**config.mk**
```make
export PLATFORM = sky130hd
export DESIGN_NAME = icap_sched
export DESIGN_NICKNAME = d
export VERILOG_FILES = /design/src/rtl/icap_sched.sv
export SDC_FILE = /design/constraint.sdc
export NUM_CORES = 1
export LEC_CHECK = 0
export BUFFER_PORTS_ARGS = -buffer_cell sky130_fd_sc_hd__buf_2
export CAP_MARGIN = 25
export CORE_MARGIN = 1
export CORE_UTILIZATION = 45
export DETAILED_ROUTE_END_ITERATION = 8
export PLACE_DENSITY = 0.74
export SYNTH_ARGS = -nofsm -noshare
export SYNTH_HDL_FRONTEND = slang
export SYNTH_SLANG_ARGS = --single-unit
```
**constraint.sdc**
```tcl
create_clock -name clk -period 5.7 [get_ports clk]
set_input_delay 0.57 -clock clk [delete_from_list [all_inputs] [get_ports clk]]
set_output_delay 0.57 -clock clk [all_outputs]
set_load 0.005 [all_outputs]
```
**src/rtl/icap_sched.sv**
```systemverilog
// Two-requester round-robin scheduler for the ICAP path: grant lands 1 cycle after req, beats pass
// through combinationally in STREAM (ICAP-side ready drives buffer-side ready directly), one ack per job.
module icap_sched #(
  parameter int LEN_W   = 16,
  parameter int TIMEOUT = 1024
) (
  input  logic             clk,
  input  logic             reset,
  input  logic [1:0]       req,
  input  logic [LEN_W-1:0] req_len0,
  input  logic [LEN_W-1:0] req_len1,
  output logic [1:0]       grant,
  output logic [1:0]       ack,
  output logic [1:0]       status,
  output logic             busy,
  input  logic             s_axis_tvalid,
  output logic             s_axis_tready,
  input  logic [31:0]      s_axis_tdata,
  input  logic             s_axis_tlast,
  output logic             m_axis_tvalid,
  input  logic             m_axis_tready,
  output logic [31:0]      m_axis_tdata,
  output logic             m_axis_tlast,
  input  logic             icap_done,
  input  logic             icap_err
);

  typedef enum logic [1:0] {IDLE, STREAM, WAIT_DONE, RESP} state_t;

  localparam logic [15:0]      WAIT_LAST = 16'(TIMEOUT - 1);
  localparam logic [LEN_W-1:0] ONE       = LEN_W'(1);

  state_t           state, state_nx;
  logic [1:0]       grant_q, grant_nx;
  logic [LEN_W-1:0] cnt, cnt_nx;
  logic [15:0]      wcnt, wcnt_nx;
  logic [1:0]       status_q, status_nx;
  logic             prio, prio_nx;
  logic             win;
  logic [LEN_W-1:0] win_len;
  logic             beat;

  // prio names the requester that wins a tie; a lone request always wins
  assign win     = (req == 2'b11) ? prio : req[1];
  assign win_len = win ? req_len1 : req_len0;
  assign beat    = (state == STREAM) && s_axis_tvalid && m_axis_tready;

  always_ff @(posedge clk) begin
    if (reset) begin
      state    <= IDLE;
      grant_q  <= 2'b00;
      cnt      <= '0;
      wcnt     <= '0;
      status_q <= 2'd0;
      prio     <= 1'b0;
    end else begin
      state    <= state_nx;
      grant_q  <= grant_nx;
      cnt      <= cnt_nx;
      wcnt     <= wcnt_nx;
      status_q <= status_nx;
      prio     <= prio_nx;
    end
  end

  always_comb begin
    state_nx  = state;
    grant_nx  = grant_q;
    cnt_nx    = cnt;
    wcnt_nx   = wcnt;
    status_nx = status_q;
    prio_nx   = prio;
    case (state)
      IDLE: begin
        if (req != 2'b00) begin
          grant_nx  = win ? 2'b10 : 2'b01;
          cnt_nx    = win_len;
          status_nx = 2'd0;
          if (win_len == '0) begin
            status_nx = 2'd3;
            state_nx  = RESP;
          end else begin
            state_nx  = STREAM;
          end
        end
      end
      STREAM: begin
        if (beat) begin
          cnt_nx = cnt - ONE;
          if (cnt == ONE && s_axis_tlast) begin
            state_nx = WAIT_DONE;
            wcnt_nx  = '0;
          end else if (cnt == ONE || s_axis_tlast) begin
            // length and upstream framing disagree
            state_nx  = RESP;
            status_nx = 2'd3;
          end
        end
      end
      WAIT_DONE: begin
        if (icap_err) begin
          state_nx  = RESP;
          status_nx = 2'd1;
        end else if (icap_done) begin
          state_nx  = RESP;
          status_nx = 2'd0;
        end else if (wcnt == WAIT_LAST) begin
          state_nx  = RESP;
          status_nx = 2'd2;
        end else begin
          wcnt_nx = wcnt + 16'd1;
        end
      end
      RESP: begin
        state_nx = IDLE;
        grant_nx = 2'b00;
        prio_nx  = grant_q[0];
        cnt_nx   = '0;
        wcnt_nx  = '0;
      end
      default: state_nx = IDLE;
    endcase
  end

  assign grant         = grant_q;
  assign ack           = (state == RESP) ? grant_q : 2'b00;
  assign status        = (state == RESP) ? status_q : 2'd0;
  assign busy          = (state != IDLE);
  assign m_axis_tvalid = (state == STREAM) && s_axis_tvalid;
  assign s_axis_tready = (state == STREAM) && m_axis_tready;
  assign m_axis_tdata  = s_axis_tdata;
  assign m_axis_tlast  = (state == STREAM) && (cnt == ONE);

endmodule

```
==> impl_metrics.py, run 1 <==
metrics = {
    "status": {
        "status": "finished, final reports clean",
    },
    "logic_synthesis": {
        "synthTopCellsByArea": "dfxtp_1 (27%), buf_4 (8.2%), a21oi_1 (7.9%), o21ai_0 (7.6%), mux2i_1 (3.8%)",
        "syn_avg_cell_area_um2": 7.59,
        "synth_top_area_cell": "dfxtp_1",
        "synth_edf_count": 0,
        "synthFlopType": "dfxtp_1",
        "synthArstFlopShare": 0,
        "synth_area_mm2": 0.00291,
        "ys_seq_area_frac": 0.268,
        "synth_top_area_share": 0.268,
        "syn_nets": 465,
        "synth_seq_cells": 39,
        "yosysWarnings": 0,
        "syn_inst": 384,
        "synth_cell_types": 48,
    },
    "clock_network": {
        "cts_tree": "yes",
        "clock_path_buffers": 2,
        "cts_buffers": 5,
        "cts.sinks": 39,
        "clkLatencyLatePin_ns": 0.30,
        "postCtsHoldBufs": 0,
        "cts_max_level": 2,
        "postCtsSetupBuffers": 0,
        "root_buffer": "clkbuf_8",
        "cts_resized": 0,
        "clkSlewWorstSetupHoldPaths_ns": 0.08,
    },
    "global_route": {
        "grt_pass1_wl_mm": 11.7,
        "antenna_found_initial": 0,
        "grt_pass1_vias": 2681,
        "grt_max_degree": 33,
        "grt_use_total": 0.219,
        "grt_overflow": 0,
    },
    "placement": {
        "place_ws_ns": 2.46,
        "globalplace.congestion": 0.847,
        "portBuffers": 50,
        "dp_cells": 461,
        "dp_hpwl_mm": 5.41,
    },
    "routing": {
        "dr.pass1.iters": 5,
        "ant_nets": 0,
        "top_layer_used": "met4",
        "drc": 0,
        "met3WireLength_um": 414,
        "viasPerCell": 6.17,
        "drtIter0Drc": 236,
        "wl_per_cell_um": 15.5,
        "vias": 2893,
        "met2_length_mm": 3.48,
        "drt-met1-wl_mm": 3.25,
        "drt_wl_total_mm": 7.27,
    },
    "layout": {
        "layout.cells.non_filler": 469,
        "seq_area_um2": 781,
        "fin_nets": 474,
        "antenna_cells": 0,
        "drive_above_1_share": 0.178,
        "multiInputGateArea_mm2": 0.00176,
        "synthToLayoutAreaGrowth_pct": 5.37,
        "finalCoreUtilization": 0.504,
        "nFillCells": 599,
    },
    "setup_path": {
        "cp.arrival_ns": 3.52,
        "crit_fanout": 24,
        "cp-end-kind": "flip-flop",
        "start_kind": "flip-flop",
        "crit_type": "flip-flop to flip-flop",
        "crit_slowest_cell": "ha_1",
        "path_buf_inv": 3,
        "crit_required_ns": 5.89,
        "ff2ff_setup_slack_ns": 2.38,
        "cp_top_family": "buffers and inverters",
        "cp_cell_sequence": "inv_1 -> ha_1 -> clkinv_1 -> nand2_1 -> o21ai_0 -> buf_4 -> a21o_1 -> a32o_1",
        "slowest_delay_ns": 0.73,
    },
    "sta": {
        "fin_crit_sh": 0.583,
        "worst_slew_pin_slew_ns": 1.06,
        "setup_viol": 0,
        "skew_ns": 0.0116,
        "finalSetupTns_ns": 0,
        "max_freq_ghz": 0.301,
        "relSlewSlack": 0.285,
        "period_minus_slack_ns": 3.32,
        "setup_ws_ns": 2.38,
        "grt_setup_unrepaired": "no",
        "drv_slew": 0,
        "finalHoldViolations": 0,
    },
    "die": {
        "fp.dieW_um": 82.5,
        "die_h_um": 82.5,
        "fp.coreArea_mm2": 0.00610,
        "ios": 115,
        "dieArea_mm2": 0.00680,
        "rows": 28,
        "start_util": 0.478,
    },
    "flow_run": {
        "cap_violations": 0,
    },
    "power_and_ir_drop": {
        "p_leak_nw": 1.18,
        "ir_worst_vdd_mv": 0.261,
        "power.density_mw_per_mm2": 439,
    },
    "worst_hold_path": {
        "hold_path_class": "flip-flop to flip-flop",
    },
}
## worst reg2reg max path, cell delays in order (launching register included)
cell and delay [ns]:
dfxtp_1 0.36, inv_1 0.13, ha_1 0.73, clkinv_1 0.65
nand2_1 0.57, o21ai_0 0.17, buf_4 0.21, a21o_1 0.17
a32o_1 0.24
## final cells by class
| cell class | instances | share of cell area |
|---|---|---|
| clock buffer | 5 | 0.0224 |
| tap | 75 | 0.0306 |
| multi-input combinational | 280 | 0.574 |
| timing repair buffer | 52 | 0.0864 |
| inverter | 15 | 0.0183 |
| clock inverter | 3 | 0.0143 |
| sequential | 39 | 0.254 |
## per-stage QoR
stage | power [mW] | hold WS (ns) | cell area, µm²
2_1_floorplan | 0.950 | 0.430 | 2910
3_3_place_gp | 1.08 | 0.444 | 2960
3_5_place_dp | 1.10 | 0.459 | 2960
4_1_cts | 1.34 | 0.471 | 3070
5_1_grt | 1.45 | 0.478 | 3070
6_report | 1.35 | 0.462 | 3070
## cell usage in the layout (no fill, tap or decap), types with 5 or more instances in the layout
cell | synthesis | routed
nand3_1 | 12 | 12
and2_1 | 7 | 7
nor2_1 | 17 | 17
a21oi_1 | 46 | 46
or3_1 | 11 | 11
nand4_1 | 6 | 6
ha_1 | 8 | 8
inv_1 | 14 | 14
buf_2 | 0 | 50
clkbuf_8 | 0 | 5
o21ai_0 | 44 | 44
dfxtp_1 | 39 | 39
nor3_1 | 9 | 9
or4_1 | 12 | 12
nand3b_1 | 11 | 11
mux2i_1 | 11 | 11
o31ai_1 | 10 | 10
nand2_1 | 20 | 20
nor4_1 | 10 | 10
## cell families (layout without fill, tap and decap cells)
family                   count (synthesis)  in the layout  synth area share
adder cells (fa/ha/maj)                  8              8            0.0344
XOR/XNOR                                 1              1           0.00301
flip-flops                              39             39             0.268
AND/OR/NAND/NOR                        131            131             0.259
AO/OA/AOI/OAI                          129            129             0.271
buffers and inverters                   65             75             0.128
multiplexers                            11             11            0.0378
## power breakdown
part	internal, mW	switching, mW	leakage (nW)	total (mW)
sequential	0.339	0.0659	0.318	0.405
clock	0.130	0.105	0.0581	0.235
combinational	0.264	0.444	0.804	0.708
## sequential cells by signal, indices dropped and copies added, names as in the netlist
signal and flops:
cnt 16, wcnt 16, grant 2, state 2
status_q 2, prio 1
## final timing paths
check,start,depth (start not counted),to
setup / recovery,state[1]$_SDFFE_PP0P_,8,cnt[10]$_SDFFE_PP0P_
hold / removal,status_q[1]$_SDFFE_PP0P_,2,status_q[1]$_SDFFE_PP0P_
setup reg to reg,state[1]$_SDFFE_PP0P_,8,cnt[10]$_SDFFE_PP0P_
hold reg to reg,status_q[1]$_SDFFE_PP0P_,2,status_q[1]$_SDFFE_PP0P_
## routing by layer
metal	vias up	global-route usage
met5	-	0
met4	0	0.0842
met3	23	0.0484
met2	96	0.367
met1	1356	0.272
li1	1418	-
## cells in the mapped netlist, drive strengths merged, types with 6 or more instances
library cell  instances
a21oi                46
and2                  7
buf                  34
clkbuf               16
dfxtp                39
ha                    8
inv                  14
mux2i                11
nand2                20
nand3                12
nand3b               11
nand4                 6
nor2                 17
nor3                  9
nor4                 11
o21ai                44
o31ai                10
or3                  11
or4                  13
Power figures use the tool's default switching activity.
==> inputs of run 2 (changes only) <==
Clock period 5.7 ns to 3.45 ns, I/O delays scaled along.
==> impl_metrics.py, run 2 (synthesized netlist as in run 1, its figures left out) <==
metrics = {
    "status": {
        "status": "finished, final reports clean",
    },
    "setup_path": {
        "slowest_delay_ns": 0.65,
        "cp_cell_sequence": "ha_1 -> or4b_2 -> o41ai_4 -> o211ai_2 -> or4_1 -> a21oi_1",
        "path_buf_inv": 0,
        "cp.arrival_ns": 3.14,
        "cp-end-kind": "flip-flop",
        "crit_fanout": 32,
        "crit_type": "flip-flop to flip-flop",
        "start_kind": "flip-flop",
        "crit_required_ns": 3.69,
        "crit_slowest_cell": "or4b_2",
        "cp_top_family": "simple AND/OR/NAND/NOR gates",
    },
    "flow_run": {
        "cap_violations": 0,
    },
    "power_and_ir_drop": {
        "p_leak_nw": 1.18,
        "swShare": 0.466,
        "p_total_mw": 2.18,
        "power.density_mw_per_mm2": 709,
        "ir_worst_vdd_mv": 0.573,
        "pwr-share-clk": 0.148,
        "p_seq_frac": 0.305,
        "internal_power_mw": 1.16,
        "switchingPower_mw": 1.02,
        "pwr-share-comb": 0.547,
    },
    "clock_network": {
        "cts.sinks": 39,
        "root_buffer": "clkbuf_8",
        "cts_buffers": 5,
        "postCtsHoldBufs": 0,
        "cts_resized": 0,
        "postCtsSetupBuffers": 0,
        "cts_max_level": 2,
        "clock_path_buffers": 2,
        "clkSlewWorstSetupHoldPaths_ns": 0.09,
        "clkLatencyLatePin_ns": 0.30,
        "cts_tree": "yes",
    },
    "routing": {
        "viasPerCell": 6.14,
        "wl_per_cell_um": 15.4,
        "ant_nets": 0,
        "vias": 2906,
        "drt_wl_total_mm": 7.29,
        "drtIter0Drc": 242,
        "drc": 0,
        "dr.pass1.iters": 4,
    },
    "placement": {
        "portBuffers": 50,
        "globalplace.congestion": 0.887,
        "dp_hpwl_mm": 5.47,
        "dp_cells": 465,
    },
    "global_route": {
        "antenna_found_initial": 0,
        "grt_max_degree": 33,
        "grt_pass1_wl_mm": 12.0,
        "grt_use_total": 0.230,
        "grt_overflow": 0,
        "grt_pass1_vias": 2685,
    },
    "layout": {
        "largest_registers": "cnt: 16 flops, wcnt: 16 flops",
        "antenna_cells": 0,
        "final_cell_mix": "buf_2 (50), a21oi_1 (46), o21ai_0 (44)",
        "drive_above_1_share": 0.186,
        "finalCoreUtilization": 0.505,
        "synthToLayoutAreaGrowth_pct": 5.58,
        "fin_nets": 478,
        "final_common_cell": "buf_2",
        "layout.cells.non_filler": 473,
    },
    "sta": {
        "finalHoldViolations": 0,
        "period_minus_slack_ns": 2.90,
        "setup_viol": 0,
        "finalSetupTns_ns": 0,
        "drv_slew": 0,
        "worst_slew_pin_slew_ns": 1.01,
        "skew_ns": 0.0110,
        "max_freq_ghz": 0.345,
        "grt_setup_unrepaired": "no",
        "relSlewSlack": 0.328,
        "fin_crit_sh": 0.841,
    },
    "die": {
        "fp.coreArea_mm2": 0.00610,
        "start_util": 0.478,
        "ios": 115,
        "fp.dieW_um": 82.5,
        "dieArea_mm2": 0.00680,
        "rows": 28,
        "die_h_um": 82.5,
    },
    "worst_hold_path": {
        "hold_path_class": "input pin to flip-flop",
    },
}
==> run 2: final timing paths <==
kind / startpoint / end / slack, ns / depth (start not counted)
min: reset / grant[1]$_SDFFE_PP0P_ / 0.46 / 2
max: cnt[0]$_SDFFE_PP0P_ / wcnt[11]$_SDFFE_PP0P_ / 0.55 / 6
min reg2reg: status_q[1]$_SDFFE_PP0P_ / status_q[1]$_SDFFE_PP0P_ / 0.46 / 2
max reg2reg: cnt[0]$_SDFFE_PP0P_ / wcnt[11]$_SDFFE_PP0P_ / 0.55 / 6
==> run 2: power groups by stage <==
stage	Sequential [mW]	Combinational, mW	Clock, mW
finish	0.665	1.19	0.322
global route	0.685	1.33	0.344
CTS	0.665	1.18	0.326
detailed placement	0.674	1.18	0
global placement	0.667	1.15	0
floorplan	0.645	0.924	0
==> run 2: stage by stage <==
stage | area, µm² | hold slack, ns | worst slack (ns)
2_1_floorplan | 2910 | 0.430 | 1.07
3_3_place_gp | 2990 | 0.447 | 0.662
3_5_place_dp | 2990 | 0.455 | 0.581
4_1_cts | 3080 | 0.454 | 0.565
5_1_grt | 3080 | 0.487 | 0.374
6_report | 3080 | 0.457 | 0.547
==> run 2: layout make-up <==
type | instances | area (µm²)
clock buffers | 5 | 68.8
well taps | 75 | 93.8
clock inverters | 3 | 20.0
multi-input cells | 280 | 1760
inverters | 15 | 56.3
repair buffers | 56 | 295
fillers | 594 | 3020
flip-flops and latches | 39 | 781
==> run 2: routing by layer <==
layer / global-route usage / share of wire / routed length, µm / up-vias
li1: - / - / - / 1432
met1: 0.274 / 0.44 / 3230 / 1370
met2: 0.397 / 0.48 / 3530 / 80
met3: 0.0440 / 0.050 / 367 / 24
met4: 0.102 / 0.023 / 164 / 0
met5: 0 / 0 / 0 / -
==> run 2: worst register-to-register path: cells and delay by family, from the launching register on <==
| family | cells | cell delay, ns |
|---|---|---|
| and+or+nand+nor | 2 | 1.29 |
| AOI/OAI and AO/OA | 3 | 0.95 |
| DFF | 1 | 0.42 |
| adders and majority gates | 1 | 0.17 |
==> inputs of run 3 (changes only) <==
Clock period 3.45 ns to 2.8 ns, I/O delays scaled along.
==> impl_metrics.py, run 3 (synthesized netlist as in run 1, its figures left out) <==
metrics = {
    "setup_path": {
        "start_kind": "flip-flop",
        "cp-end-kind": "flip-flop",
        "r2r_end": "wcnt[15]$_SDFFE_PP0P_",
        "crit_fanout": 14,
        "ff2ff_setup_slack_ns": 0.19,
        "crit_type": "flip-flop to flip-flop",
        "r2r_start": "cnt[0]$_SDFFE_PP0P_",
        "reg2reg_depth": 7,
        "crit_required_ns": 3.03,
        "cp.arrival_ns": 2.84,
    },
    "worst_hold_path": {
        "hold_path_class": "input pin to flip-flop",
        "hold_end": "state[0]$_SDFFE_PP0P_",
        "min_path_cells": 4,
        "min-delay-start": "s_axis_tlast",
    },
    "clock_network": {
        "cts_max_level": 2,
        "postCtsSetupBuffers": 0,
        "cts_buffers": 5,
        "cts_tree": "yes",
        "clkSlewWorstSetupHoldPaths_ns": 0.09,
        "clkLatencyLatePin_ns": 0.30,
        "cts.sinks": 39,
        "clock_path_buffers": 2,
        "cts_resized": 0,
        "postCtsHoldBufs": 0,
        "root_buffer": "clkbuf_8",
    },
    "layout": {
        "final_common_cell": "buf_2",
        "final_cell_mix": "buf_2 (50), a21oi_1 (46), o21ai_0 (44)",
        "antenna_cells": 0,
        "postLayoutCellArea_mm2": 0.00311,
        "layout.cells.non_filler": 478,
        "largest_registers": "cnt: 16 flops, wcnt: 16 flops",
        "drive_above_1_share": 0.196,
        "fin_nets": 483,
        "synthToLayoutAreaGrowth_pct": 6.87,
    },
    "routing": {
        "met2_length_mm": 3.48,
        "ant_nets": 0,
        "vias": 2908,
        "viasPerCell": 6.08,
        "met3WireLength_um": 344,
        "drt-met1-wl_mm": 3.26,
        "dr.pass1.iters": 5,
        "drc": 0,
        "drtIter0Drc": 244,
        "wl_per_cell_um": 15.1,
        "drt_wl_total_mm": 7.23,
        "top_layer_used": "met4",
    },
    "power_and_ir_drop": {
        "swShare": 0.461,
        "power.density_mw_per_mm2": 874,
        "p_total_mw": 2.72,
        "switchingPower_mw": 1.25,
        "internal_power_mw": 1.47,
        "p_leak_nw": 1.21,
        "ir_worst_vdd_mv": 0.662,
        "p_seq_frac": 0.302,
        "pwr-share-clk": 0.142,
        "pwr-share-comb": 0.556,
    },
    "sta": {
        "grt_setup_unrepaired": "no",
        "skew_ns": 0.00984,
        "relSlewSlack": 0.418,
        "finalSetupTns_ns": 0,
        "fin_crit_sh": 0.931,
        "finalHoldViolations": 0,
        "max_freq_ghz": 0.384,
        "worst_slew_pin_slew_ns": 0.864,
        "period_minus_slack_ns": 2.61,
        "drv_slew": 0,
        "setup_viol": 0,
    },
    "global_route": {
        "grt_pass1_vias": 2680,
        "antenna_found_initial": 0,
        "grt_use_total": 0.225,
        "grt_pass1_wl_mm": 11.9,
        "grt_max_degree": 24,
        "grt_overflow": 0,
    },
    "die": {
        "fp.coreArea_mm2": 0.00610,
        "fp.dieW_um": 82.5,
        "start_util": 0.478,
        "die_h_um": 82.5,
        "ios": 115,
        "rows": 28,
        "dieArea_mm2": 0.00680,
    },
    "placement": {
        "dp_cells": 470,
        "portBuffers": 50,
        "place_area_mm2": 0.00303,
        "dp_hpwl_mm": 5.48,
        "globalplace.congestion": 0.893,
    },
    "status": {
        "status": "finished, final reports clean",
    },
    "flow_run": {
        "cap_violations": 0,
    },
}
==> run 3: routing by layer <==
metal | vias up | global-route usage
met5 | - | 0
met4 | 0 | 0.0842
met3 | 22 | 0.0451
met2 | 85 | 0.386
met1 | 1358 | 0.275
li1 | 1443 | -
==> run 3: how the worst max path moves through the flow <==
stage / depth (start not counted) / slack, ns / start / end
2_1_floorplan: 7 / 0.42 / cnt[0]$_SDFFE_PP0P_ / wcnt[9]$_SDFFE_PP0P_
3_3_place_gp: 7 / 0.26 / cnt[0]$_SDFFE_PP0P_ / wcnt[15]$_SDFFE_PP0P_
3_5_place_dp: 7 / 0.21 / cnt[0]$_SDFFE_PP0P_ / wcnt[15]$_SDFFE_PP0P_
4_1_cts: 7 / 0.19 / cnt[0]$_SDFFE_PP0P_ / wcnt[15]$_SDFFE_PP0P_
5_1_grt: 7 / 0.04 / cnt[0]$_SDFFE_PP0P_ / wcnt[11]$_SDFFE_PP0P_
6_report: 7 / 0.19 / cnt[0]$_SDFFE_PP0P_ / wcnt[15]$_SDFFE_PP0P_
==> run 3: power by group through the flow <==
stage	Clock, mW	Combinational, mW	Sequential, mW
4_1_cts	0.400	1.50	0.818
3_3_place_gp	0	1.45	0.823
5_1_grt	0.419	1.68	0.846
3_5_place_dp	0	1.49	0.828
2_1_floorplan	0	1.14	0.795
6_report	0.387	1.51	0.822
==> run 3: layout make-up <==
cell class | count | area (µm²)
fillers | 605 | 2980
multi-input cells | 280 | 1760
flip-flops and latches | 39 | 781
repair buffers | 61 | 333
well taps | 75 | 93.8
clock buffers | 5 | 68.8
inverters | 15 | 56.3
clock inverters | 3 | 20.0
==> run 3: critical path, stage by stage (launching register included) <==
cell	delay, ns
dfxtp_1	0.42
ha_1	0.17
or4b_2	0.66
o41ai_4	0.32
o211ai_2	0.14
buf_4	0.20
or4_1	0.50
a21oi_1	0.14
==> run 3: per-stage QoR <==
stage / setup WS (ns) / utilization / hold slack (ns)
finish: 0.195 / 0.511 / 0.406
global route: 0.0370 / 0.511 / 0.416
CTS: 0.192 / 0.511 / 0.396
detailed placement: 0.209 / 0.496 / 0.452
global placement: 0.260 / 0.496 / 0.446
floorplan: 0.417 / - / 0.430
